--- src/rtl/corelet_seq_pkg.sv ---
// corelet_seq_pkg
//   Shared definitions for the corelet sequencer: the phase state encoding,
//   bit positions inside the 34-bit corelet instruction word, and the MAC
//   opcodes with a helper that turns an opcode into its instruction bits.
package corelet_seq_pkg;

  typedef enum logic [2:0] {
    IDLE,
    WFILL,
    WLOAD,
    WFLUSH,
    AFILL,
    EXEC,
    DRAIN,
    DONE
  } seq_state_e;

  localparam int INST_W       = 34;
  localparam int BIT_LOAD     = 0;
  localparam int BIT_EXEC     = 1;
  localparam int BIT_L0_WR    = 2;
  localparam int BIT_L0_RD    = 3;
  localparam int BIT_OFIFO_RD = 6;
  localparam int BIT_ACC      = 33;

  typedef enum logic [1:0] {
    MAC_NOP,
    MAC_LOAD,
    MAC_EXEC
  } mac_op_e;

  // Both MAC operations consume a vector from L0, so l0_rd rides along.
  function automatic logic [INST_W-1:0] mac_inst(input mac_op_e op);
    logic [INST_W-1:0] word;
    word = '0;
    case (op)
      MAC_LOAD: begin
        word[BIT_LOAD]  = 1'b1;
        word[BIT_L0_RD] = 1'b1;
      end
      MAC_EXEC: begin
        word[BIT_EXEC]  = 1'b1;
        word[BIT_L0_RD] = 1'b1;
      end
      default: word = '0;
    endcase
    return word;
  endfunction

endpackage

--- src/rtl/corelet_seq_counter.sv ---
// seq_counter
//   Loadable up-counter with enable and a terminal-count flag. The sequencer
//   reuses one instance for every phase, reloading it on each phase entry.
//   Ports:
//     clk, reset      clock, asynchronous active-low reset
//     load, load_val  synchronous load (priority over en)
//     en              increment by one
//     term            terminal value compared against the count
//     count           current count
//     tc              count == term
module seq_counter #(
  parameter int W = 6
) (
  input  logic         clk,
  input  logic         reset,
  input  logic         load,
  input  logic [W-1:0] load_val,
  input  logic         en,
  input  logic [W-1:0] term,
  output logic [W-1:0] count,
  output logic         tc
);

  always_ff @(posedge clk or negedge reset) begin
    if (!reset) begin
      count <= '0;
    end else if (load) begin
      count <= load_val;
    end else if (en) begin
      count <= count + W'(1);
    end
  end

  assign tc = (count == term);

endmodule

--- src/rtl/corelet_seq.sv ---
// corelet_seq
//   Sequencer upstream of the corelet. For each kernel index it fills L0 with
//   weights from xmem, loads them into the array, flushes, fills L0 with
//   activations, executes, and drains the OFIFO into pmem; after len_kij
//   kernels it pulses done.
//   Ports:
//     clk, reset                 clock, asynchronous active-low reset
//     start                      one-cycle job request (honoured in IDLE only)
//     l0_full, l0_ready          L0 full / non-empty flags
//     ofifo_valid                OFIFO holds a complete output row
//     inst                       34-bit corelet instruction word
//     xmem_cen, xmem_addr        xmem read port (cen active-low)
//     pmem_cen, pmem_wen,
//     pmem_addr                  pmem write port (active-low strobes)
//     kij                        current kernel index
//     busy, done                 job in progress / one-cycle completion pulse
//   Every output is a register. Each cycle the next state is decided first,
//   then the outputs for the first cycle of that state are computed, so a
//   phase starts issuing on the very edge that enters it.
module corelet_seq
  import corelet_seq_pkg::*;
#(
  parameter int row     = 8,
  parameter int col     = 8,
  parameter int len_nij = 36,
  parameter int len_kij = 9,
  parameter int addr_w  = 11,
  parameter int w_base  = 1024
) (
  input  logic              clk,
  input  logic              reset,
  input  logic              start,
  input  logic              l0_full,
  input  logic              l0_ready,
  input  logic              ofifo_valid,
  output logic [INST_W-1:0] inst,
  output logic              xmem_cen,
  output logic [addr_w-1:0] xmem_addr,
  output logic              pmem_cen,
  output logic              pmem_wen,
  output logic [addr_w-1:0] pmem_addr,
  output logic [3:0]        kij,
  output logic              busy,
  output logic              done
);

  localparam int CNT_MAX = (len_nij > row + col) ? len_nij : row + col;
  localparam int CNT_W   = $clog2(CNT_MAX + 1);

  typedef logic [CNT_W-1:0]  cnt_t;
  typedef logic [addr_w-1:0] addr_t;

  seq_state_e        state, next_state;
  cnt_t              cnt, cnt_term, cnt_load_val, eff_cnt;
  logic              cnt_tc, cnt_load, cnt_en;
  logic              entering, room, issue;
  logic [INST_W-1:0] next_inst;
  logic              next_xmem_cen, next_pmem_cen, next_pmem_wen;
  addr_t             next_xmem_addr, next_pmem_addr;
  logic [3:0]        next_kij;
  logic              next_busy, next_done;

  seq_counter #(.W(CNT_W)) u_counter (
    .clk      (clk),
    .reset    (reset),
    .load     (cnt_load),
    .load_val (cnt_load_val),
    .en       (cnt_en),
    .term     (cnt_term),
    .count    (cnt),
    .tc       (cnt_tc)
  );

  // Items per phase: reads, pops, flush cycles or OFIFO drains.
  always_comb begin
    cnt_term = '0;
    case (state)
      WFILL, WLOAD:       cnt_term = cnt_t'(col);
      WFLUSH:             cnt_term = cnt_t'(row + col);
      AFILL, EXEC, DRAIN: cnt_term = cnt_t'(len_nij);
      default:            cnt_term = '0;
    endcase
  end

  // Fill phases stay one extra cycle so the last read's l0_wr is issued
  // while still in the phase; DRAIN likewise waits for its final pmem write.
  always_comb begin
    next_state = state;
    next_kij   = kij;
    case (state)
      IDLE: begin
        if (start) begin
          next_state = WFILL;
          next_kij   = '0;
        end
      end
      WFILL:  if (cnt_tc && xmem_cen) next_state = WLOAD;
      WLOAD:  if (cnt_tc) next_state = WFLUSH;
      WFLUSH: if (cnt_tc) next_state = AFILL;
      AFILL:  if (cnt_tc && xmem_cen) next_state = EXEC;
      EXEC:   if (cnt_tc) next_state = DRAIN;
      DRAIN: begin
        if (cnt_tc && !inst[BIT_OFIFO_RD]) begin
          if (kij == 4'(len_kij - 1)) begin
            next_state = DONE;
          end else begin
            next_state = WFILL;
            next_kij   = kij + 4'd1;
          end
        end
      end
      DONE:    next_state = IDLE;
      default: next_state = IDLE;
    endcase
  end

  // Outputs for the coming cycle. On a phase entry the counter is treated
  // as zero and reloaded with 1 if the first item issues right away.
  // A read issued now always produces l0_wr next cycle, and a pop issued
  // now always produces a pmem write next cycle, regardless of state.
  always_comb begin
    entering       = (next_state != state);
    eff_cnt        = entering ? '0 : cnt;
    room           = entering || !cnt_tc;
    issue          = 1'b0;
    next_inst      = '0;
    next_xmem_cen  = 1'b1;
    next_xmem_addr = xmem_addr;

    next_inst[BIT_L0_WR] = ~xmem_cen;

    case (next_state)
      WFILL: begin
        issue = room && !l0_full;
        if (issue) begin
          next_xmem_cen  = 1'b0;
          next_xmem_addr = addr_t'(w_base) + addr_t'(next_kij) * addr_t'(col)
                           + addr_t'(eff_cnt);
        end
      end
      WLOAD: begin
        issue = room && l0_ready;
        if (issue) next_inst = next_inst | mac_inst(MAC_LOAD);
      end
      WFLUSH: issue = room;
      AFILL: begin
        issue = room && !l0_full;
        if (issue) begin
          next_xmem_cen  = 1'b0;
          next_xmem_addr = addr_t'(eff_cnt);
        end
      end
      EXEC: begin
        issue = room && l0_ready;
        if (issue) next_inst = next_inst | mac_inst(MAC_EXEC);
      end
      DRAIN: begin
        issue = room && ofifo_valid;
        if (issue) next_inst[BIT_OFIFO_RD] = 1'b1;
      end
      default: issue = 1'b0;
    endcase

    next_inst[BIT_ACC] = 1'b0;

    cnt_load     = entering;
    cnt_load_val = cnt_t'(issue);
    cnt_en       = issue && !entering;

    // cnt already counts the pop being presented, hence the minus one.
    next_pmem_cen  = ~inst[BIT_OFIFO_RD];
    next_pmem_wen  = ~inst[BIT_OFIFO_RD];
    next_pmem_addr = inst[BIT_OFIFO_RD]
                     ? addr_t'(kij) * addr_t'(len_nij) + addr_t'(cnt) - addr_t'(1)
                     : pmem_addr;

    next_busy = (next_state != IDLE) && (next_state != DONE);
    next_done = (next_state == DONE);
  end

  always_ff @(posedge clk or negedge reset) begin
    if (!reset) begin
      state     <= IDLE;
      inst      <= '0;
      xmem_cen  <= 1'b1;
      xmem_addr <= '0;
      pmem_cen  <= 1'b1;
      pmem_wen  <= 1'b1;
      pmem_addr <= '0;
      kij       <= '0;
      busy      <= 1'b0;
      done      <= 1'b0;
    end else begin
      state     <= next_state;
      inst      <= next_inst;
      xmem_cen  <= next_xmem_cen;
      xmem_addr <= next_xmem_addr;
      pmem_cen  <= next_pmem_cen;
      pmem_wen  <= next_pmem_wen;
      pmem_addr <= next_pmem_addr;
      kij       <= next_kij;
      busy      <= next_busy;
      done      <= next_done;
    end
  end

endmodule
--- config.mk ---
export PLATFORM = sky130hd
export DESIGN_NAME = corelet_seq
export DESIGN_NICKNAME = d
export VERILOG_FILES = /design/src/rtl/corelet_seq_pkg.sv /design/src/rtl/corelet_seq_counter.sv /design/src/rtl/corelet_seq.sv
export SDC_FILE = /design/constraint.sdc
export NUM_CORES = 1
export LEC_CHECK = 0
export CORE_MARGIN = 10
export CORE_UTILIZATION = 51
export DETAILED_ROUTE_END_ITERATION = 6
export PLACE_DENSITY = 0.9
export SLEW_MARGIN = 15
export SYNTH_ARGS = -nofsm -noshare
export SYNTH_HDL_FRONTEND = slang
export SYNTH_HIERARCHICAL = 1
export SYNTH_SLANG_ARGS = --single-unit
--- constraint.sdc ---
create_clock -name clk -period 4.7 [get_ports clk]
set_input_delay 0.94 -clock clk [delete_from_list [all_inputs] [get_ports clk]]
set_output_delay 0.94 -clock clk [all_outputs]
set_load 0.01 [all_outputs]
== Yosys cells after proc, flatten, opt, wreduce, memory -nomap -nowiden ==
Cells that the tools add are included.

* $lt $le $gt $ge: 0
* Eq/ne operators: 20
* Bitwise logic cells: 2
* Shift operators: 0
* Mux-type cells: 29
* Add/sub/neg operators: 6
* Reduce and logical (&&, ||, !) cells: 21
* Divide/modulo/power cells: 0
* Multiply operators: 1

{| class="wikitable"
|+ Operator list
! kind !! count
|-
| $pmux W26 S2 || 1
|-
| $eq A3 B3 Y1 const B || 8
|-
| $mux W3 || 8
|-
| $pmux W3 S8 || 1
|-
| $mux W11 || 2
|-
| $pmux W11 S2 || 1
|-
| $mux W4 || 5
|-
| $mux W6 || 3
|-
| $pmux W6 S3 || 1
|-
| $eq A3 B2 Y1 const B || 4
|-
| $pmux W6 S2 || 1
|-
| $add A10 B6 Y11 || 1
|-
| $add A11 B6 Y11 || 1
|-
| $add A11 B7 Y11 const A || 1
|-
| $sub A11 B1 Y11 const B || 1
|-
| $mul A4 B4 Y8 const B || 1
|-
| $pmux W4 S2 || 1
|-
| $logic_and A1 B1 Y1 || 7
|-
| $add A6 B1 Y6 const B || 1
|-
| $eq A3 B1 Y1 const B || 2
|-
| $eq A6 B6 Y1 || 1
|-
| $reduce_or A2 Y1 || 3
|-
| $add A4 B1 Y4 const B || 1
|-
| $eq A4 B4 Y1 const B || 1
|-
| 14 further kinds || 22
|}

* Output and inout bits: 65
* Memories: 0
* RAM bits: 0
* Bits in registers: 72
* Latch bits: 0
* Input bits: 6
* ROM bits: 0

== Longest topological paths before layout ==
Gate-level depths: netlist of the first run.

* Word-level depth: 14
* Depth in mapped cells: 20
* Gate-level depth less buffers: 16

== By module ==
The synthesis of the first run kept the hierarchy.

{| class="wikitable"
|+ By module, submodules not included
! module !! area an instance (um2) !! cells an instance !! seq. area each (um2) !! times used
|-
| corelet_seq || 2778.9 || 304 || 903.4 || 1
|-
| seq_counter || 386.6 || 42 || 150.1 || 1
|}

== Worst setup path after synthesis of the first run ==
Ideal clock, no wire load.

* Path kind: reg2reg
* Start point: register state[0]
* End point: register u_counter.count[5]
* Cell stages (with the launch flop): 21
* Library setup time: 69 ps
* Data required time: 4631 ps
* Setup slack: 1112 ps
* Arrival time: 3519 ps
* Path through: dfrtp_1 -> buf_2 -> buf_2 -> xnor2_1 -> nor2_1 -> xnor2_1 -> nand4_1 -> nor3_1 -> buf_2 -> inv_1 -> or3_1 -> o211a_1 -> inv_1 -> clkbuf_1 -> nand3_1 -> a22oi_1 -> o31a_1 -> buf_4 -> nand3_2 -> or4_1 -> nand3_1

* Longest elaborated chain between the ends: 13
* Elaborated cells between the ends (all ways): 41
* Classes of those cells: 15 x eq/ne; 11 x mux; 15 x reduce/logical

{| class="wikitable"
|+ RTL lines
! item !! RTL line !! source
|-
| from (decl) || corelet_seq.sv:53 || <nowiki>seq_state_e state, next_state;</nowiki>
|-
| from (signal assigned) || corelet_seq.sv:194 || <nowiki>state <= next_state;</nowiki>
|-
| $eq A3 B3 Y1 (tied with other cells) || corelet_seq.sv:77 || <nowiki>case (state)</nowiki>
|-
| $reduce_or A3 Y1 or $reduce_or A2 Y1 (tied branches) || corelet_seq.sv:77 ||
|-
| $pmux W6 S3 * || corelet_seq.sv:77 ||
|-
| named net cnt_term[3] || corelet_seq.sv:54 || <nowiki>cnt_t cnt, cnt_term, cnt_load_val, eff_cnt;</nowiki>
|-
| $eq A6 B6 Y1 * || corelet_seq_counter.sv:34 || <nowiki>assign tc = (count == term);</nowiki>
|-
| named net cnt_tc || corelet_seq.sv:55 || <nowiki>logic cnt_tc, cnt_load, cnt_en;</nowiki>
|-
| $logic_and A1 B1 Y1, on equally long branches || corelet_seq.sv:103, corelet_seq.sv:97, corelet_seq.sv:100 ||
|-
| $mux W3, on equally long branches || corelet_seq.sv:103, corelet_seq.sv:97, corelet_seq.sv:100 ||
|-
| $pmux W3 S8 * || corelet_seq.sv:90 || <nowiki>case (state)</nowiki>
|-
| named net next_state[2] || corelet_seq.sv:53 ||
|-
| $ne A3 B3 Y1 || corelet_seq.sv:122 || <nowiki>entering = (next_state != state);</nowiki>
|-
| $logic_or A1 B1 Y1 || corelet_seq.sv:124 || <nowiki>room = entering || !cnt_tc;</nowiki>
|-
| $logic_and A1 B1 Y1, on equally long branches || n/a ||
|-
| $pmux W1 S4 || corelet_seq.sv:132 || <nowiki>case (next_state)</nowiki>
|-
| $logic_and A1 B1 Y1 * || corelet_seq.sv:168 || <nowiki>cnt_en = issue && !entering;</nowiki>
|-
| named net cnt_en || corelet_seq.sv:55 ||
|-
| $reduce_bool A2 Y1 (no line) * || n/a ||
|-
| to (signal assigned) || corelet_seq_counter.sv:28 || <nowiki>count <= load_val;</nowiki>
|-
| to (signal assigned) || corelet_seq_counter.sv:30 || <nowiki>count <= count + W'(1);</nowiki>
|-
| to (decl) || corelet_seq_counter.sv:20 || <nowiki>output logic [W-1:0] count,</nowiki>
|}

The timed path passes the listed nets; every way through them passes the cells marked *.
A chain may end at the register's enable or synchronous reset.

== Worst setup path after layout of the first run ==
* Start point: register state[1]
* End point: register u_counter.count[5]

* Longest elaborated chain between the ends: 13
* Elaborated cells between the ends (all ways): 41
* Classes of those cells: 15 x eq/ne; 11 x mux; 15 x reduce/logical

{| class="wikitable"
|+ RTL lines
! item !! RTL line
|-
| $eq A3 B3 Y1 (tied with other cells) || corelet_seq.sv:77
|-
| $reduce_or A3 Y1 or $reduce_or A2 Y1 (tied branches) || corelet_seq.sv:77
|-
| $pmux W6 S3 * || corelet_seq.sv:77
|-
| named net cnt_term[2] || corelet_seq.sv:54
|-
| $eq A6 B6 Y1 * || corelet_seq_counter.sv:34
|-
| named net cnt_tc || corelet_seq.sv:55
|-
| $logic_and A1 B1 Y1, on equally long branches || corelet_seq.sv:103, corelet_seq.sv:97, corelet_seq.sv:100
|-
| $mux W3, on equally long branches || corelet_seq.sv:103, corelet_seq.sv:97, corelet_seq.sv:100
|-
| $pmux W3 S8 || corelet_seq.sv:90
|-
| $ne A3 B3 Y1 || corelet_seq.sv:122
|-
| $logic_or A1 B1 Y1 || corelet_seq.sv:124
|-
| $logic_and A1 B1 Y1, on equally long branches || n/a
|-
| $pmux W1 S4 || corelet_seq.sv:132
|-
| $logic_and A1 B1 Y1 * || corelet_seq.sv:168
|-
| named net cnt_en || corelet_seq.sv:55
|-
| $reduce_bool A2 Y1 (no line) * || n/a
|}

Marks and branches as above.

==> impl_metrics.yaml, run 1 <==
run_status:
  status: "finished, final reports clean"
cts:
  clock_latency_ps: 300
  cts-root-buf: "clkbuf_8"
  cts_buffer_depth: 2
  cts.sinks: 42
  cts_hold_buf: 0
  cts_tree: "done"
  clk_pin_slew_worst_paths_ps: 90
  cts_buffers: 5
  postCtsSetupRepairBufs: 0
  htree_levels: 2
  ctsResizeCount: 0
run:
  cap_violations: 0
logic_synthesis:
  yosys_warnings: 6
  syn_area_per_cell_um2: 9.15
  async_reset_ff_share_pct: 100
  synth_area_mm2: 0.00317
  synth_edf_count: 0
  synth_top_cell_area_share_pct: 31.6
  synthFlopType: "dfrtp_1"
  syn_inst: 346
  synthDistinctLibCells: 59
  yosysTopAreaCell: "dfrtp_1"
  synth.area.top_cells: "dfrtp_1 (32%), ha_1 (8.7%), buf_4 (8.1%), mux2_2 (3.9%), xnor2_1 (3.9%)"
  yosysSeqAreaShare_pct: 33.3
  ys_ff_latch: 42
detailed_routing:
  wl_per_cell_um: 15.6
  post-route-drc-count: 0
  via_per_inst: 5.39
  dr.pass1.iters: 5
  drt-initial-drc-count: 105
  ant_nets: 0
  wl_um: 7210
  num_vias: 2486
pwr:
  ir_drop_v: 0.000350
  p_total_uw: 2550
  leakage_uw: 0.00165
  power_density_mw_per_mm2: 709
placement:
  hpwl_um: 5450
  port_buffers: 39
  dpl.cell_count: 453
  gp_congestion: 0.884
setup_path:
  cp_max_fo: 18
  slowest_delay_ps: 670
  r2r_cells: 15
  worst_ep_arrival_time_ps: 4360
  reg2reg_slack_ps: 590
  crit_end: "u_counter/count[5]"
  r2r-end: "u_counter/count[5]"
  path_depth: 15
  startpoint_type: "flip-flop"
  crit_path_cell_trace: "nand2_1 -> and2_1 -> xnor2_1 -> nand4_1 -> nor3_1 -> buf_4 -> inv_1 -> a211o_1 -> a31oi_2 -> nor2_1 -> a22oi_1 -> o31a_1 -> nand3_2 -> or4_1 -> nand3_1"
  critPathBufInv: 2
  crit_family: "simple AND/OR/NAND/NOR gates"
  cp-end-kind: "flip-flop"
  r2r_start: "state[1]"
  worst-setup-path-type: "flip-flop to flip-flop"
  startpoint: "state[1]"
  worst-endpoint-required_ps: 4950
  cpMaxStageDelayCell: "dfrtp_1"
die:
  fp.dieW_um: 98.8
  initial_utilization_pct: 52.8
  rows: 28
  ios: 71
  die_y_um: 98.8
  die_area_mm2: 0.00976
  core_area_mm2: 0.00599
timing:
  final-hold-violation-count: 0
  rsz0062_at_grt: "false"
  fmax_mhz: 243
  fin_hold_ws_ps: 491
  tightest_slew_ps: 943
  slew_headroom_pct: 37.1
  period_share_pct: 87.4
  setup_viol: 0
  final.setup.tns_ps: 0
  period_minus_slack_ps: 4110
  timing_max_transition_violations_final: 0
  fin_skew_ps: 10.8
grt:
  grt_pass1_vias: 2401
  antenna_found_initial: 0
  grt_start_max_net_pins: 43
  grt_pass1_wl_um: 11700
  grt_overflow: 0
  grt_use_total_pct: 14.3
cells_and_area:
  antenna_cells: 0
  num-fill-cells: 506
  multiInputGateArea_mm2: 0.00182
  area_delta_synth_final_pct: 13.7
  register_area_mm2: 0.00105
  instances_no_fill: 461
  nets: 415
  drive_gt1_share_pct: 9.59
worst_hold_path:
  min_path_type: "flip-flop to flip-flop"
[cell families (layout without fill, tap and decap cells)]
| group | Yosys count | in the layout | share of synthesized area (%) |
|---|---|---|---|
| buffers and inverters | 78 | 81 | 13.6 |
| AND/OR/NAND/NOR | 91 | 91 | 15.7 |
| flip-flops | 42 | 42 | 33.3 |
| XOR/XNOR | 21 | 21 | 5.81 |
| other | 1 | 38 | 0.118 |
| adder cells (fa/ha/maj) | 24 | 24 | 9.96 |
| multiplexers | 16 | 16 | 5.57 |
| AO/OA/AOI/OAI | 73 | 73 | 15.9 |
[layer usage]
layer | wire length (µm) | global-route usage [%] | vias up | share of wire [%]
li1 | - | - | 1209 | -
met1 | 2890 | 16.5 | 1186 | 40
met2 | 3680 | 24.2 | 84 | 51
met3 | 542 | 4.33 | 7 | 7.5
met4 | 103 | 5.18 | 0 | 1.4
met5 | 0 | 0 | - | 0
[layout make-up]
cell class                      instances  share of cell area (%)
Clock inverter                          3                    1.25
Inverter                               33                    3.51
Multi-Input combinational cell        263                    50.5
Tap cell                               75                    2.61
Clock buffer                            5                    1.91
Sequential cell                        42                    29.3
Timing Repair Buffer                   40                    10.9
[sequential cells by signal, indices dropped and copies added (netlist names)]
register / flops
busy: 1
done: 1
inst: 5
kij: 4
pmem_addr: 11
pmem_wen: 1
state: 3
u_counter/count: 6
xmem_addr: 9
xmem_cen: 1
[placed cells by master (no fill, tap or decap), types with 3 or more instances in the layout]
| cell | n |
|---|---|
| inv_1 | 32 |
| nor2b_1 | 4 |
| nand2b_1 | 6 |
| mux2_2 | 11 |
| o41ai_1 | 4 |
| nand2_1 | 21 |
| a211o_1 | 3 |
| o21ai_0 | 19 |
| and3_1 | 3 |
| nand3b_1 | 4 |
| o21ai_1 | 3 |
| a31oi_1 | 3 |
| ha_1 | 22 |
| dfrtp_1 | 40 |
| clkbuf_8 | 5 |
| xnor2_1 | 14 |
| or2_2 | 4 |
| nor2_1 | 15 |
| a21o_1 | 6 |
| nor4_1 | 3 |
| xor2_1 | 7 |
| a21oi_1 | 15 |
| nand4_1 | 3 |
| nor3_1 | 7 |
| mux2i_1 | 3 |
| clkdlybuf4s50_1 | 38 |
| conb_1 | 38 |
| nand3_1 | 9 |
[worst reg2reg max path, delay by kind of cell, from the launching register on]
kind	cells	cell delay, ps
flip-flops	1	670
AO/OA/AOI/OAI	4	1400
XOR/XNOR	1	170
AND/OR/NAND/NOR	8	1490
buffers and inverters	2	310
[through the flow]
stage | utilization [%] | setup WS (ps) | instance area [µm²]
after global routing | 60.1 | 245 | 3600
final | 60.1 | 591 | 3600
after detailed placement | 58.2 | 674 | 3490
after floorplan | - | 1110 | 3300
after CTS | 60.1 | 655 | 3600
after global placement | 58.2 | 938 | 3490
[Yosys cell counts, types with 2 or more instances]
cell	n
dfrtp_1	40
buf_4	34
inv_1	32
ha_1	22
nand2_1	21
o21ai_0	19
a21oi_1	15
nor2_1	15
xnor2_1	14
mux2_2	11
nand3_1	9
buf_2	7
nor3_1	7
xor2_1	7
a21o_1	6
nand2b_1	6
clkbuf_1	4
nand3b_1	4
nor2b_1	4
o41ai_1	4
or2_2	4
a211o_1	3
a31oi_1	3
and3_1	3
mux2i_1	3
nand4_1	3
nor4_1	3
o21ai_1	3
a211oi_1	2
dfstp_2	2
fa_1	2
mux2_1	2
o21a_1	2
o21bai_1	2
o31a_1	2
o31ai_1	2
or3_1	2
[how the worst min path moves through the flow]
stage | cells after the start | startpoint | to
global route | 1 | pmem_addr[5] | pmem_addr[5]
floorplan | 1 | xmem_cen | inst[2]
CTS | 2 | pmem_addr[0] | pmem_addr[0]
global placement | 2 | pmem_addr[0] | pmem_addr[0]
detailed placement | 2 | pmem_addr[0] | pmem_addr[0]
finish | 2 | pmem_addr[0] | pmem_addr[0]
[report_power, final]
group          leakage (µW)  total (µW)  internal [µW]  switching (µW)
clock network     0.0000504         295            158             137
registers          0.000530         681            503             178
logic               0.00107        1580            733             842
No activity file was read; power rests on OpenSTA's default activity.
==> inputs of run 2 (changes only) <==
--- a/config.mk
+++ b/config.mk
@@ -5,6 +5,7 @@
 export SDC_FILE = /design/constraint.sdc
 export NUM_CORES = 1
 export LEC_CHECK = 0
+export CAP_MARGIN = 10
 export CORE_MARGIN = 10
 export CORE_UTILIZATION = 51
 export DETAILED_ROUTE_END_ITERATION = 6
==> results of run 2 <==
Same layout as run 1: the final DEF is identical, and so are final timing and power.
==> inputs of run 3 (changes only) <==
--- a/config.mk
+++ b/config.mk
@@ -9,6 +9,7 @@
 export CORE_MARGIN = 10
 export CORE_UTILIZATION = 51
 export DETAILED_ROUTE_END_ITERATION = 6
+export MAX_ROUTING_LAYER = met4
 export PLACE_DENSITY = 0.9
 export SLEW_MARGIN = 15
 export SYNTH_ARGS = -nofsm -noshare
==> run 3 against run 2 <==
First-iteration DRC count grew 14%. Sequential power is essentially flat. Via count shrank 0.12%. Clock power is essentially flat. Critical path depth grew 1. Critical endpoint unchanged.
==> impl_metrics.yaml, run 3 (same netlist as run 1, synthesis figures left out) <==
setup_path:
  cp-end-kind: "flip-flop"
  cpMaxStageDelayCell: "dfrtp_1"
  critPathBufInv: 3
  cp_max_fo: 18
  worst-setup-path-type: "flip-flop to flip-flop"
  crit_path_cell_trace: "nand2_1 -> and2_1 -> xnor2_1 -> nand4_1 -> nor3_1 -> buf_4 -> inv_1 -> or3_1 -> o211a_1 -> inv_1 -> nand3_1 -> a22oi_1 -> o31a_1 -> nand3_2 -> or4_1 -> nand3_1"
  worst-endpoint-required_ps: 4940
  r2r_cells: 16
  worst_ep_arrival_time_ps: 4310
  crit_family: "simple AND/OR/NAND/NOR gates"
  slowest_delay_ps: 670
  reg2reg_slack_ps: 630
  startpoint_type: "flip-flop"
  r2r_start: "state[1]"
  r2r-end: "u_counter/count[5]"
grt:
  antenna_found_initial: 0
  grt_start_max_net_pins: 43
  grt_pass1_wl_um: 11900
  grt_overflow: 0
  grt_use_total_pct: 15.0
  grt_pass1_vias: 2529
cells_and_area:
  regMostFlops: "pmem_addr"
  final_cell_mix: "dfrtp_1 (40), conb_1 (38), clkdlybuf4s50_1 (38), inv_1 (32), ha_1 (22)"
  largestRegisters: "pmem_addr (11), xmem_addr (9), u_counter/count (6)"
  instances_no_fill: 461
  nets: 415
  num-fill-cells: 522
  post-route-util_pct: 60.1
  final_common_cell: "dfrtp_1"
  drive_gt1_share_pct: 9.59
  antenna_cells: 0
  area_delta_synth_final_pct: 13.7
  largest_reg_flops: 11
cts:
  clock_latency_ps: 300
  cts_hold_buf: 0
  postCtsSetupRepairBufs: 0
  cts_buffers: 5
  htree_levels: 2
  cts_tree: "done"
  cts.sinks: 42
  cts_buffer_depth: 2
  ctsResizeCount: 0
  clk_pin_slew_worst_paths_ps: 90
  cts-root-buf: "clkbuf_8"
timing:
  setup_viol: 0
  fin_ws_ps: 634
  rsz0062_at_grt: "false"
  timing_max_transition_violations_final: 0
  final-hold-violation-count: 0
  period_minus_slack_ps: 4070
  tightest_slew_ps: 938
  period_share_pct: 86.5
  final.setup.tns_ps: 0
  fmax_mhz: 246
  slew_headroom_pct: 37.5
  fin_skew_ps: 3.82
detailed_routing:
  wl_per_cell_um: 15.3
  post-route-drc-count: 0
  dr.pass1.iters: 4
  wl_um: 7050
  ant_nets: 0
  num_vias: 2483
  drt-initial-drc-count: 120
  via_per_inst: 5.39
placement:
  dp_slack_ps: 711
  gp_congestion: 0.907
  dpl.cell_count: 453
  port_buffers: 39
  hpwl_um: 5460
die:
  rows: 28
  die_area_mm2: 0.00976
  ios: 71
  die_y_um: 98.8
  core_area_mm2: 0.00599
  fp.dieW_um: 98.8
  initial_utilization_pct: 52.8
worst_hold_path:
  hold_end: "pmem_addr[9]"
  holdPathStages: 1
  min_path_type: "flip-flop to flip-flop"
  min_from: "pmem_addr[9]"
pwr:
  power_density_mw_per_mm2: 700
  leakage_uw: 0.00165
  p_total_uw: 2520
  ir_drop_v: 0.000345
run_status:
  status: "finished, final reports clean"
run:
  cap_violations: 0
[run 3: worst max-delay path by stage]
stage / startpoint / endpoint / slack (ps) / cells past startpoint
2_1_floorplan: state[0] / u_counter/count[5] / 1110 / 20
3_3_place_gp: state[1] / u_counter/count[5] / 930 / 15
3_5_place_dp: state[1] / u_counter/count[5] / 710 / 16
4_1_cts: state[1] / u_counter/count[5] / 690 / 16
5_1_grt: state[1] / u_counter/count[5] / 210 / 15
6_report: state[1] / u_counter/count[5] / 630 / 16
[run 3: final cells by class]
class                   count  area (µm²)  share of cell area (%)
multi-input cells         263        1820                    50.5
inverters                  33         126                    3.51
repair buffers             40         393                    10.9
flip-flops and latches     42        1050                    29.3
clock buffers               5        68.8                    1.91
well taps                  75        93.8                    2.61
clock inverters             3        45.0                    1.25
[run 3: metal layers]
layer	GRT usage, %	wire length [µm]
met5	-	0
met4	5.29	118
met3	3.84	509
met2	24.7	3430
met1	17.3	2990
[run 3: report_power, final]
group | internal (µW) | switching (µW) | total [µW]
clock network | 158 | 139 | 298
registers | 503 | 181 | 683
logic | 727 | 810 | 1540
[run 3: per-stage QoR]
step | hold slack (ps) | area, µm²
6_report | 501 | 3600
5_1_grt | 535 | 3600
4_1_cts | 502 | 3600
3_5_place_dp | 482 | 3490
3_3_place_gp | 467 | 3490
2_1_floorplan | 491 | 3300
